===== src/rtl/tick_timer_wb.sv =====
// tick_timer_wb: wishbone countdown timer driven by the RTC 100 Hz tick.
// One-shot or periodic expiry raising a level interrupt.
module tick_timer_wb #(
  parameter int WIDTH = 24
) (
  input  logic        wb_clk_i,
  input  logic        wb_rst_i,
  input  logic [31:0] wb_adr_i,
  input  logic [31:0] wb_dat_i,
  output logic [31:0] wb_dat_o,
  input  logic        wb_we_i,
  input  logic [3:0]  wb_sel_i,
  input  logic        wb_stb_i,
  input  logic        wb_cyc_i,
  output logic        wb_ack_o,
  input  logic        tick_i,
  output logic        irq_o
);

  typedef logic [WIDTH-1:0] cnt_t;

  logic s1, s2, s3, tick_rise;
  logic en, periodic, ie, expired, overrun;
  cnt_t reload, count;

  logic en_n, periodic_n, ie_n;
  logic expired_n, overrun_n;
  cnt_t reload_n, count_n;

  logic req, wr;
  logic wr_ctrl, wr_rel, wr_cnt, wr_stat;
  logic clr_exp, tick_act, expire;
  logic [31:0] rdata, rel_wr, cnt_wr;
  logic unused_ok;

  function automatic logic [31:0] lane_merge(
    input logic [31:0] cur,
    input logic [31:0] d,
    input logic [3:0]  sel
  );
    logic [31:0] r;
    for (int i = 0; i < 4; i++)
      r[i*8 +: 8] = sel[i] ? d[i*8 +: 8] : cur[i*8 +: 8];
    return r;
  endfunction

  assign req = wb_cyc_i & wb_stb_i & ~wb_ack_o;
  assign wr  = req & wb_we_i;

  assign wr_ctrl = wr & (wb_adr_i[3:2] == 2'd0) & wb_sel_i[0];
  assign wr_rel  = wr & (wb_adr_i[3:2] == 2'd1);
  assign wr_cnt  = wr & (wb_adr_i[3:2] == 2'd2);
  assign wr_stat = wr & (wb_adr_i[3:2] == 2'd3) & wb_sel_i[0];
  assign clr_exp = wr_stat & wb_dat_i[0];

  assign rel_wr = lane_merge(32'(reload), wb_dat_i, wb_sel_i);
  assign cnt_wr = lane_merge(32'(count), wb_dat_i, wb_sel_i);

  assign tick_rise = s2 & ~s3;

  // A COUNT write or a CTRL write dropping EN swallows the tick.
  assign tick_act = tick_rise & en & ~wr_cnt
                  & ~(wr_ctrl & ~wb_dat_i[0]);
  assign expire   = tick_act & (count == cnt_t'(1));

  assign irq_o = expired & ie;

  assign unused_ok = ^{wb_adr_i[31:4], wb_adr_i[1:0],
                       rel_wr, cnt_wr};

  always_comb begin
    en_n       = en;
    periodic_n = periodic;
    ie_n       = ie;
    reload_n   = reload;
    count_n    = count;
    expired_n  = expired & ~clr_exp;
    overrun_n  = overrun & ~(wr_stat & wb_dat_i[1]);

    if (tick_act && count > cnt_t'(1))
      count_n = count - cnt_t'(1);

    if (expire) begin
      expired_n = 1'b1;
      if (expired && !clr_exp)
        overrun_n = 1'b1;
      if (periodic) begin
        count_n = reload;
      end else begin
        count_n = '0;
        en_n    = 1'b0;
      end
    end

    if (wr_ctrl) begin
      en_n       = wb_dat_i[0];
      periodic_n = wb_dat_i[1];
      ie_n       = wb_dat_i[2];
      if (wb_dat_i[0] && !en)
        count_n = reload;
    end

    if (wr_rel)
      reload_n = rel_wr[WIDTH-1:0];
    if (wr_cnt)
      count_n = cnt_wr[WIDTH-1:0];
  end

  always_comb begin
    rdata = '0;
    unique case (wb_adr_i[3:2])
      2'd0: rdata = {29'd0, ie, periodic, en};
      2'd1: rdata = 32'(reload);
      2'd2: rdata = 32'(count);
      2'd3: rdata = {30'd0, overrun, expired};
    endcase
  end

  always_ff @(posedge wb_clk_i) begin
    if (wb_rst_i) begin
      s1       <= 1'b0;
      s2       <= 1'b0;
      s3       <= 1'b0;
      wb_ack_o <= 1'b0;
      wb_dat_o <= '0;
      en       <= 1'b0;
      periodic <= 1'b0;
      ie       <= 1'b0;
      reload   <= '0;
      count    <= '0;
      expired  <= 1'b0;
      overrun  <= 1'b0;
    end else begin
      s1       <= tick_i;
      s2       <= s1;
      s3       <= s2;
      wb_ack_o <= req;
      if (req && !wb_we_i)
        wb_dat_o <= rdata;
      en       <= en_n;
      periodic <= periodic_n;
      ie       <= ie_n;
      reload   <= reload_n;
      count    <= count_n;
      expired  <= expired_n;
      overrun  <= overrun_n;
    end
  end

endmodule


===== config.mk =====
export PLATFORM = sky130hd
export DESIGN_NAME = tick_timer_wb
export DESIGN_NICKNAME = d
export VERILOG_FILES = /design/src/rtl/tick_timer_wb.sv
export SDC_FILE = /design/constraint.sdc
export NUM_CORES = 1
export LEC_CHECK = 0
export CORE_ASPECT_RATIO = 1.4
export CORE_MARGIN = 1
export CORE_UTILIZATION = 45
export CTS_BUF_LIST = sky130_fd_sc_hd__clkbuf_16
export DETAILED_ROUTE_END_ITERATION = 12
export GPL_TIMING_DRIVEN = 0
export PLACE_DENSITY_LB_ADDON = 0.25
export SETUP_SLACK_MARGIN = 0.05
export SLEW_MARGIN = 10
export SYNTH_ARGS = -nofsm -noshare
export SYNTH_HDL_FRONTEND = slang
export SYNTH_SLANG_ARGS = --single-unit

===== constraint.sdc =====
create_clock -name wb_clk_i -period 2.5 [get_ports wb_clk_i]
set_input_delay 0.25 -clock wb_clk_i [delete_from_list [all_inputs] [get_ports wb_clk_i]]
set_output_delay 0.25 -clock wb_clk_i [all_outputs]
set_load 0.02 [all_outputs]

==> run_results.csv, run 1 <==
group,metric,value,unit
cells_and_area,drive_above_1_share,12.1,%
detailed_routing,drcViolationCount,0,
worst_setup_path,reg2reg_slack,70,ps
worst_setup_path,required,2720,ps
cells_and_area,final_common_cell,"dfxtp_1",
synthesis,yosys.area.top_type,"dfxtp_1",
worst_setup_path,cp-end-kind,"flip-flop",
floorplan,die_h,122,um
synthesis,synth_top_area_share,35.3,%
floorplan,io_pins,108,
worst_setup_path,cpPeakStageDelay,520,ps
sta,relSlewSlack,31.0,%
global_routing,grt_max_degree,14,
synthesis,ys_seq_area_share,35.3,%
clocking,clockBufferDepth,2,
synthesis,synthArstFlopShare,0,%
sta,whs,289,ps
worst_hold_path,min_path_type,"in -> reg",
status,status,"finished clean",
synthesis,ys_ff_latch,81,
global_routing,gr-total-overflow,0,
worst_setup_path,startpoint_type,"flip-flop",
power,power.total,0.00335,W
global_routing,grtUsageTotal,28.1,%
synthesis,syn_area,4600,um^2
floorplan,dieArea,10600,um^2
worst_hold_path,hp-start,"wb_rst_i",
cells_and_area,syn_to_final_growth,27.4,%
clocking,cts_tree,"yes",
detailed_routing,wirelength,14700,um
power,clkPwrFrac,44.6,%
worst_setup_path,cp_top_family,"simple AND/OR/NAND/NOR gates",
placed_design,hpwlAfterDp,10500,um
worst_setup_path,reg2reg_to,"count[20]",
placed_design,gp_congestion,0.944,
clocking,clkTransAtPathRegs,60,ps
sta,hold_viol,0,
worst_setup_path,cp.depth,8,
clocking,cts_hold_buf,0,
detailed_routing,post_drt_wl_per_cell,18.7,um
global_routing,grt_pass1_wl,22900,um
cells_and_area,nNetsFinal,723,
worst_setup_path,r2r_cells,8,
floorplan,die_w,87.4,um
worst_setup_path,startpoint,"count[12]",
power,swShare,25.3,%
clocking,cts_max_level,3,
cells_and_area,final_cell_mix,"dfxtp_1 (78), nor2_1 (67), clkdlybuf4s50_1 (56)",
power,power.switching,0.000846,W
synthesis,ys_types,69,
worst_setup_path,cp_max_fo,3,
flow_run,drv_cap,0,
synthesis,postSynthAreaPerCell,8.18,um^2
sta,period_share,97.4,%
clocking,cts_buffers,9,
detailed_routing,postRouteAntennaNets,0,
synthesis,synthFlopType,"dfxtp_1",
floorplan,start_util,46.4,%
global_routing,grt_pass1_vias,4559,
sta,fin_skew,6.91,ps
cells_and_area,final_area,5850,um^2
power,power_frac_seq,40.1,%
detailed_routing,dr.first_iter.drc_count,345,
synthesis,yosys_warnings,0,
synthesis,synth_enable_flop_cells,0,
detailed_routing,firstDrtPassIters,5,
worst_setup_path,worstSetupPathType,"reg -> reg",
cells_and_area,fin_cells,787,
synthesis,syn_inst,562,
sta,setup_viol,0,
placed_design,portBuffers,56,
placed_design,place_area,5350,um^2
worst_setup_path,crit_buf_inv,2,
detailed_routing,num_vias,4739,
worst_setup_path,crit_arrival,2650,ps
clocking,clk_latency,340,ps
sta,worst_slew_pin_slew,1030,ps
synthesis,synth_area_leaders,"dfxtp_1 (35%), mux2i_1 (6.3%), nor2_1 (5.6%), a211oi_1 (4.7%), a21oi_1 (4.4%)",
power,ir_worst_vdd,0.343,mV
sta,max_freq,411,MHz
worst_setup_path,cp-endpoint,"count[20]",
sta,slew_violations,0,
clocking,cts.sinks,81,
clocking,cts_root_buf,"clkbuf_16",
power,p_leak,2.20,nW
sta,rsz0062_at_grt,"true",
floorplan,core_area,9900,um^2
power,cell_internal_pwr,0.00250,W
global_routing,grt_antenna_before_repair,0,
power,p_per_area,572,nW/um^2
cells_and_area,final_util,59.1,%
sta,period_needed,2430,ps
worst_setup_path,r2r-start,"count[12]",
floorplan,row_count,43,
worst_setup_path,path_cells,"or4_4 -> or2_4 -> buf_4 -> buf_4 -> or4_4 -> nor2_2 -> xnor2_1 -> o32ai_1",
worst_setup_path,cp_slowest_cell,"or4_4",
detailed_routing,vias_per_cell,6.02,
power,power_frac_comb,15.3,%
placed_design,dp_cells,760,
cells_and_area,diodes,0,
synthesized netlist by cell type, drive strengths merged (4+ instances only):
| cell | number |
|---|---|
| dfxtp | 81 |
| nor2 | 68 |
| a21oi | 40 |
| nand2 | 34 |
| clkbuf | 33 |
| a211oi | 30 |
| mux2i | 29 |
| nand3 | 29 |
| a22oi | 23 |
| buf | 20 |
| o21ai | 14 |
| inv | 12 |
| nor3 | 12 |
| nand4 | 10 |
| nor2b | 10 |
| nor4 | 9 |
| or4 | 8 |
| and3 | 6 |
| o32ai | 6 |
| a21o | 5 |
| a31oi | 5 |
| and2 | 5 |
| o211ai | 5 |
| o31ai | 5 |
| xnor2 | 4 |
| xor2 | 4 |
layer usage:
layer	global-route usage (%)	vias up	part of all wire [%]	wire, um
li1	-	2244	-	-
met1	34.0	2272	41	6080
met2	49.3	192	50	7370
met3	3.46	31	5.5	806
met4	12.3	0	2.9	424
met5	0	-	0	0
state kept, by name, summed over array words and instances (netlist names):
register / cells
count: 24
reload: 24
wb_dat_o: 24
en: 1
expired: 1
ie: 1
overrun: 1
periodic: 1
s1: 1
s2: 1
s3: 1
wb_ack_o: 1
layout make-up:
cell class              instances  area [um^2]
flip-flops and latches         81         1630
well taps                     135          169
inverters                      12         45.0
fillers                       946         4050
repair buffers                 69          658
clock inverters                 7          110
multi-input cells             422         2730
clock buffers                   9          225
plain buffers                  52          294
through the flow:
step | setup slack, ps | setup TNS (ps)
floorplan | 82.9 | 0
global placement | -926 | -19460
detailed placement | -929 | -19520
CTS | 63.1 | 0
global route | 8.23 | 0
finish | 65.9 | 0
worst min-delay path by stage:
stage	endpoint	slack, ps	cells after the start
after floorplan	s1	380	1
final	count[12]	290	4
after global placement	s2	440	1
after detailed placement	s2	430	1
after global routing	count[10]	300	4
after CTS	count[10]	290	4
repair_timing:
action / CTS / global route
pin swaps: 9 / 6
setup buffers: 7 / 6
resized for setup: 18 / 11
cloned: 0 / 0
endpoints found under the setup margin: 27 / 21
worst reg2reg max path, stage by stage (launching register included):
cell	delay [ps]
dfxtp_4	350
or4_4	520
or2_4	250
buf_4	140
buf_4	140
or4_4	520
nor2_2	150
xnor2_1	150
o32ai_1	100
power by group through the flow:
stage | sequential (W) | clock (W) | combinational, W
floorplan | 0.00139 | 0 | 0.000280
global placement | 0.00137 | 0 | 0.000473
detailed placement | 0.00137 | 0 | 0.000478
CTS | 0.00134 | 0.00150 | 0.000506
global route | 0.00135 | 0.00154 | 0.000543
finish | 0.00134 | 0.00150 | 0.000511
cells by family after synthesis:
family | synth area share, %
other | 0.0816
buffers and inverters | 7.41
AO/OA/AOI/OAI | 23.9
multiplexers | 8.03
adder cells (fa/ha/maj) | 0.544
AND/OR/NAND/NOR | 23.2
flip-flops | 35.3
XOR/XNOR | 1.52
(Power assumes the default switching activity.)
==> run 2, diff against run 1 <==
--- a/config.mk
+++ b/config.mk
@@ -5,6 +5,7 @@
 export SDC_FILE = /design/constraint.sdc
 export NUM_CORES = 1
 export LEC_CHECK = 0
+export CAP_MARGIN = 20
 export CORE_ASPECT_RATIO = 1.4
 export CORE_MARGIN = 1
 export CORE_UTILIZATION = 45
==> results of run 2 <==
Final layout, timing and power as in run 1 (identical DEF).
==> run 3, diff against run 2 <==
--- a/config.mk
+++ b/config.mk
@@ -8,7 +8,7 @@
 export CAP_MARGIN = 20
 export CORE_ASPECT_RATIO = 1.4
 export CORE_MARGIN = 1
-export CORE_UTILIZATION = 45
+export CORE_UTILIZATION = 46
 export CTS_BUF_LIST = sky130_fd_sc_hd__clkbuf_16
 export DETAILED_ROUTE_END_ITERATION = 12
 export GPL_TIMING_DRIVEN = 0
==> run 3 against run 2 <==
- final cell count down 0.76%
- critical path depth unchanged
- count of clock-buffer cells in the layout unchanged
- clock skew up 2.8 ps
- clock power down 5%
- routed wire length up 1.1%
- hold slack worse by 18 ps
- setup slack worse by 26 ps
- die area down 2.1%
- critical endpoint is now count[4]
- largest cell class unchanged
==> run_results.csv, run 3 (same netlist as run 1, synthesis figures left out) <==
group,metric,value,unit
status,status,"finished clean",
worst_hold_path,hp-start,"wb_rst_i",
global_routing,grt_antenna_before_repair,0,
clocking,clkTransAtPathRegs,70,ps
power,p_per_area,566,nW/um^2
detailed_routing,num_vias,4767,
sta,relSlewSlack,32.6,%
worst_setup_path,startpoint,"count[13]",
clocking,cts_buffers,9,
global_routing,grtUsageTotal,29.6,%
cells_and_area,final_common_cell,"dfxtp_1",
sta,slew_violations,0,
detailed_routing,drcViolationCount,0,
floorplan,dieArea,10400,um^2
floorplan,die_w,86.5,um
detailed_routing,post_drt_wl_per_cell,19.0,um
detailed_routing,firstDrtPassIters,7,
detailed_routing,wirelength,14800,um
detailed_routing,dr.first_iter.drc_count,481,
cells_and_area,diodes,0,
worst_setup_path,startpoint_type,"flip-flop",
sta,layout_setup_ws,40.1,ps
sta,hold_viol,0,
worst_setup_path,reg2reg_to,"count[4]",
cells_and_area,fillers,912,
cells_and_area,final_cell_mix,"dfxtp_1 (78), nor2_1 (67), clkdlybuf4s50_1 (56)",
power,power.total,0.00332,W
worst_hold_path,whs_endpoint,"count[23]",
worst_setup_path,cp_slowest_cell,"or4_4",
worst_setup_path,path_cells,"or4_4 -> or2_4 -> or4_4 -> buf_6 -> buf_8 -> a31oi_4 -> o21ai_2 -> a211oi_2",
worst_setup_path,reg2reg_slack,40,ps
worst_setup_path,cp_max_fo,6,
floorplan,die_h,120,um
global_routing,gr-total-overflow,0,
clocking,cts_max_level,3,
sta,worst_slew_pin_slew,1010,ps
worst_setup_path,cpPeakStageDelay,540,ps
worst_setup_path,crit_path_frequent_cell,"or4_4",
placed_design,dp_slack,-900,ps
floorplan,core_area,9560,um^2
global_routing,grt_pass1_vias,4518,
worst_setup_path,r2r_cells,8,
cells_and_area,nNetsFinal,720,
clocking,clockBufferDepth,2,
worst_setup_path,worstSetupPathType,"reg -> reg",
sta,max_freq,407,MHz
sta,period_needed,2460,ps
flow_run,drv_cap,0,
sta,period_share,98.4,%
worst_hold_path,min_path_type,"in -> reg",
worst_hold_path,worst_hold_path.num_cells,3,
global_routing,grt_pass1_wl,23500,um
power,p_leak,2.19,nW
global_routing,grt_max_degree,15,
floorplan,start_util,48.1,%
cells_and_area,drive_above_1_share,12.6,%
floorplan,row_count,42,
sta,setup_viol,0,
placed_design,portBuffers,56,
placed_design,gp_congestion,0.952,
worst_setup_path,cp-end-kind,"flip-flop",
detailed_routing,postRouteAntennaNets,0,
worst_setup_path,crit_arrival,2730,ps
cells_and_area,top_regs,"count (24), reload (24), wb_dat_o (24)",
placed_design,hpwlAfterDp,10500,um
detailed_routing,vias_per_cell,6.10,
cells_and_area,syn_to_final_growth,27.6,%
sta,fin_skew,9.70,ps
worst_setup_path,required,2770,ps
clocking,clk_latency,350,ps
clocking,cts_tree,"yes",
clocking,cts.sinks,81,
sta,rsz0062_at_grt,"true",
clocking,cts_root_buf,"clkbuf_16",
power,ir_worst_vdd,0.355,mV
cells_and_area,final_util,61.3,%
floorplan,io_pins,108,
worst_setup_path,r2r-start,"count[13]",
-- run 3: what timing repair did --
| item | in CTS | in global routing |
|---|---|---|
| gates cloned | 0 | 1 |
| setup buffers | 4 | 5 |
| hold buffers | 0 | 0 |
| gates resized for setup | 17 | 21 |
| pin swaps | 7 | 11 |
| setup endpoints to repair | 27 | 23 |
-- run 3: critical path: cells and delay by family, from the launching register on --
family	cells	cell delay [ps]
AND/OR/NAND/NOR	3	1320
AO/OA/AOI/OAI	3	440
flip-flops	1	320
buffers and inverters	2	280
-- run 3: area by class of cell --
class / count / area, um^2 / area share [%]
multi-input combinational: 422 / 2750 / 46.9
sequential: 81 / 1630 / 27.7
timing repair buffer: 66 / 653 / 11.1
buffer: 52 / 305 / 5.20
clock buffer: 9 / 225 / 3.84
tap: 132 / 165 / 2.82
clock inverter: 7 / 92.6 / 1.58
inverter: 12 / 45.0 / 0.768
-- run 3: worst max path at each step --
| stage | cells after the start | end | slack (ps) |
|---|---|---|---|
| finish | 8 | count[4] | 40 |
| global route | 8 | count[4] | -20 |
| CTS | 8 | count[4] | 10 |
| detailed placement | 9 | count[9] | -900 |
| global placement | 9 | count[11] | -880 |
| floorplan | 8 | count[4] | 80 |
-- run 3: per-layer routing --
metal,GRT usage [%],wire length (um)
met4,15.5,541
met5,0,0
met1,35.3,5890
met3,5.87,1010
met2,49.6,7400
-- run 3: metrics by stage --
stage	cells	hold WS (ps)	area, um^2	TNS [ps]
after floorplan	569	378	4620	0
after detailed placement	757	437	5350	-19080
after CTS	777	268	5750	0
final	781	272	5870	0
after global placement	757	428	5350	-18260
after global routing	781	278	5870	-17.6
-- run 3: where the power goes --
part / switching [W] / leakage [nW] / internal (W) / total [W]
Clock: 0.000559 / 0.149 / 0.000872 / 0.00143
Combinational: 0.000306 / 1.38 / 0.000242 / 0.000547
Sequential: 0.0000232 / 0.658 / 0.00132 / 0.00134
